<file path="config.mk">
export PLATFORM = sky130hd
export DESIGN_NAME = register_file
export DESIGN_NICKNAME = d
export VERILOG_FILES = /design/src/rtl/register_file.sv
export SDC_FILE = /design/constraint.sdc
export NUM_CORES = 2
export LEC_CHECK = 0
export CAP_MARGIN = 10
export CORE_MARGIN = 1.5
export CORE_UTILIZATION = 50
export DETAILED_ROUTE_END_ITERATION = 7
export DONT_BUFFER_PORTS = 1
export GPL_TIMING_DRIVEN = 0
export PLACE_DENSITY = 0.67
export SLEW_MARGIN = 20
export SYNTH_ARGS = -nofsm -noshare
export SYNTH_HDL_FRONTEND = slang
export SYNTH_SLANG_ARGS = --single-unit
</file>
<file path="constraint.sdc">
create_clock -name clk -period 71.6 [get_ports clk]
set_input_delay 3.58 -clock clk [delete_from_list [all_inputs] [get_ports clk]]
set_output_delay 3.58 -clock clk [all_outputs]
set_load 0.05 [all_outputs]
</file>
<file path="src/rtl/register_file.sv">
// DEPTH x WIDTH register file: one synchronous write port, two combinational read ports.
// Optional write-through forwarding to both read ports when REGFILE_BYPASS_EN is defined.
module register_file #(
    parameter int WIDTH    = 32,
    parameter int DEPTH    = 32,
    parameter int ZERO_REG = 1
) (
    input  logic                                  clk,
    input  logic                                  rst,
    input  logic                                  wr_ena,
    input  logic [((DEPTH > 1) ? $clog2(DEPTH) : 1)-1:0] wr_addr,
    input  logic [WIDTH-1:0]                      wr_data,
    input  logic [((DEPTH > 1) ? $clog2(DEPTH) : 1)-1:0] rd_addr0,
    output logic [WIDTH-1:0]                      rd_data0,
    input  logic [((DEPTH > 1) ? $clog2(DEPTH) : 1)-1:0] rd_addr1,
    output logic [WIDTH-1:0]                      rd_data1
);

    localparam int ADDR_W = (DEPTH > 1) ? $clog2(DEPTH) : 1;
    localparam logic [ADDR_W:0] DEPTH_L = (ADDR_W + 1)'(DEPTH);

    logic [WIDTH-1:0] mem [DEPTH];
    logic             wr_ok;

    function automatic logic addr_writable(input logic [ADDR_W-1:0] addr);
        return ({1'b0, addr} < DEPTH_L) && !((ZERO_REG != 0) && (addr == '0));
    endfunction

    assign wr_ok = wr_ena && !rst && addr_writable(wr_addr);

    always_ff @(posedge clk or posedge rst) begin
        if (rst) begin
            for (int i = 0; i < DEPTH; i++) begin
                mem[i] <= '0;
            end
        end else if (wr_ok) begin
            mem[wr_addr] <= wr_data;
        end
    end

    // Unwritable addresses (out of range, or the hard-wired zero entry) always read 0.
    function automatic logic [WIDTH-1:0] read_port(input logic [ADDR_W-1:0] addr);
        logic [WIDTH-1:0] val;
        val = '0;
        if (!rst && addr_writable(addr)) begin
            val = mem[addr];
`ifdef REGFILE_BYPASS_EN
            if (wr_ok && (addr == wr_addr)) begin
                val = wr_data;
            end
`endif
        end
        return val;
    endfunction

    assign rd_data0 = read_port(rd_addr0);
    assign rd_data1 = read_port(rd_addr1);

endmodule

</file>
==> results_dict.tcl <==
set metrics [dict create \
    num_rows 120 \
    cp-start-kind "input pin" \
    syn_inst 3478 \
    cts_buffers 111 \
    synth_edf_count 0 \
    cp-startpoint "rst" \
    synth_most_common_cell "dfrtp_1" \
    min-delay-start "mem[1020]" \
    rr_worst_depth 1 \
    worst-setup-path-type "in2out" \
    grt_pass1_wl_mm 271 \
    fin_crit_ps 10880 \
    dp.cells 4894 \
    synth_seq_cells 1024 \
    synth_cell_type_count 43 \
    status "finished, final reports clean" \
    ir_drop_mv 0.0211 \
    grt_overflow_total 0 \
    core_um2 107000 \
    vias 35400 \
    wl_per_cell_um 37.2 \
    viasPerCell 6.94 \
    design_area_um2 60400 \
    stdcell_count 5103 \
    cts-hold-fix-buffers 0 \
    hold_ws_ps 482 \
    clk_path_buf_depth 3 \
    drtAntennaViolNets 0 \
    antenna_found_initial 5 \
    final_nets 3655 \
    track_usage_pct 34.6 \
    rsz0062_at_grt "false" \
    place_area_um2 56600 \
    yosysSeqAreaShare_pct 47.3 \
    die_w_um 332 \
    post-route-util_pct 56.4 \
    leakagePower_nw 26.9 \
    max-slew-margin-rel_pct 10.9 \
    fin_skew_ps 0 \
    crit_required_ps 68020 \
    slew_violations 0 \
    n_fill_cell 8637 \
    critPathCapture "rd_data0[9]" \
    syn_avg_cell_area_um2 15.6 \
    syn_area_um2 54100 \
    remaining_drc_errors 0 \
    finalSetupViolations 0 \
    clock_latency_ps 700 \
    setup_tns_ps 0 \
    p_per_area_nw_per_um2 26.3 \
    largest_reg_flops 1024 \
    dp_hpwl_mm 133 \
    cp-end-kind "output pin" \
    r2r-start "mem[371]" \
    yosys-top-cells-area "dfrtp_1 47%, mux2_2 21%, mux4_2 19%" \
    rrSetupSlack_ps 70770 \
    ioPinCount 114 \
    cap_violations 0 \
    grt_pass1_vias 36400 \
    dr.pass1.iters 5 \
    top_regs "mem: 1024 flops" \
    wl_mm 190 \
    finalHoldViolations 0 \
    ys.flop_type "dfrtp_1" \
    clock.fmax_ghz 0.0919 \
    post_cts_buffers 0 \
    crit_arrival_ps 7300 \
    ys_top_cells_by_count "1,024 x dfrtp_1, 987 x mux2_2, 458 x mux4_2" \
    ctsRootBufferMaster "clkbuf_16" \
    r2r-end "mem[371]" \
    largest_register "mem" \
    die_h_um 332 \
    cts_tree "done" \
    timing.final.crit_share_pct 15.2 \
    gp_congestion 0.921 \
    yosys_warnings 0 \
    hp-class "reg2reg" \
    ctsResizeCount 0 \
    ys_async_sr_fraction_pct 100 \
    dr.first_iter.drc_count 4008 \
    cts.sinks 1024 \
    start_util_pct 50.5 \
    h-tree-depth 3 \
    yosysTopAreaCell "dfrtp_1" \
    syn2layout_area_growth_pct 11.6 \
    dieArea_um2 110000 \
    synth.top_cell.area_share_pct 47.3 \
    clk_pin_slew_ps 60 \
    tightest_slew_ps 1340 \
    synth_fp_nets 3528 \
    grt_max_degree 104 \
    io_buffers 0 \
    layout-drive-gt1-share_pct 51.3 \
    crit_fanout 102 \
]
[layout make-up]
cell class	count	area, um2	area share (%)
inverters	1	11.3	0.0186
plain buffers	405	1860	3.07
flip-flops and latches	1024	25600	42.4
clock buffers	163	3320	5.49
well taps	1403	1760	2.91
diodes	3	7.51	0.0124
repair buffers	14	340	0.563
multi-input cells	2048	27000	44.7
clock inverters	42	487	0.806
[how the worst min path moves through the flow]
stage	slack, ps	to	cells after the start
after CTS	480	mem[1020]	1
after floorplan	440	mem[1001]	1
final	480	mem[1020]	1
after global routing	490	mem[1020]	1
after global placement	460	mem[1023]	1
after detailed placement	460	mem[1023]	1
[report_power, final]
part           leakage, nW  total [mW]  switching (mW)  internal, mW
sequential            13.6       0.710          0.0563         0.654
combinational         11.3       0.276           0.132         0.143
clock                 1.89       0.601           0.246         0.355
total                 26.9        1.59           0.434          1.15
[worst max-delay path, cell delays in order]
cell,delay (ps)
inv_8,280
buf_16,380
buf_16,410
buf_16,390
o21ai_2,350
clkbuf_1,590
nor3_2,1060
[routing by layer]
metal | track usage (%) | up-vias | routed length [um]
met3 | 10.8 | 452 | 20000
li1 | - | 13900 | -
met2 | 51.1 | 1882 | 83900
met5 | 0 | - | 26
met4 | 19.2 | 4 | 11800
met1 | 45.5 | 19200 | 74100
[cell families (layout without fill, tap and decap cells)]
kind of cell | Yosys count | after routing | share of synthesized area [%]
buffers and inverters | 406 | 625 | 3.39
AND/OR/NAND/NOR | 104 | 104 | 0.975
flip-flops | 1024 | 1024 | 47.3
other | 0 | 3 | 0
AO/OA/AOI/OAI | 240 | 240 | 3.91
multiplexers | 1704 | 1704 | 44.4
[metrics by stage]
step                      total power [mW]  worst slack, ps
after floorplan                      0.907            38230
after global placement               0.978            19750
after detailed placement             0.990            60760
after CTS                             1.59            60740
after global routing                  1.64            60450
final                                 1.59            60720
[cells in the final DEF, fill, tap and decap left out, types with 27 or more instances in the layout]
| master | instances |
|---|---|
| clkbuf_1 | 201 |
| o221ai_1 | 31 |
| mux2i_1 | 251 |
| buf_2 | 118 |
| mux4_2 | 458 |
| clkbuf_8 | 30 |
| a22o_1 | 52 |
| o22a_1 | 32 |
| o22ai_1 | 27 |
| o221ai_2 | 28 |
| mux2_2 | 987 |
| buf_1 | 61 |
| dfrtp_1 | 1024 |
| clkbuf_16 | 113 |
Note: power is estimated with default switching activity, not from simulation.
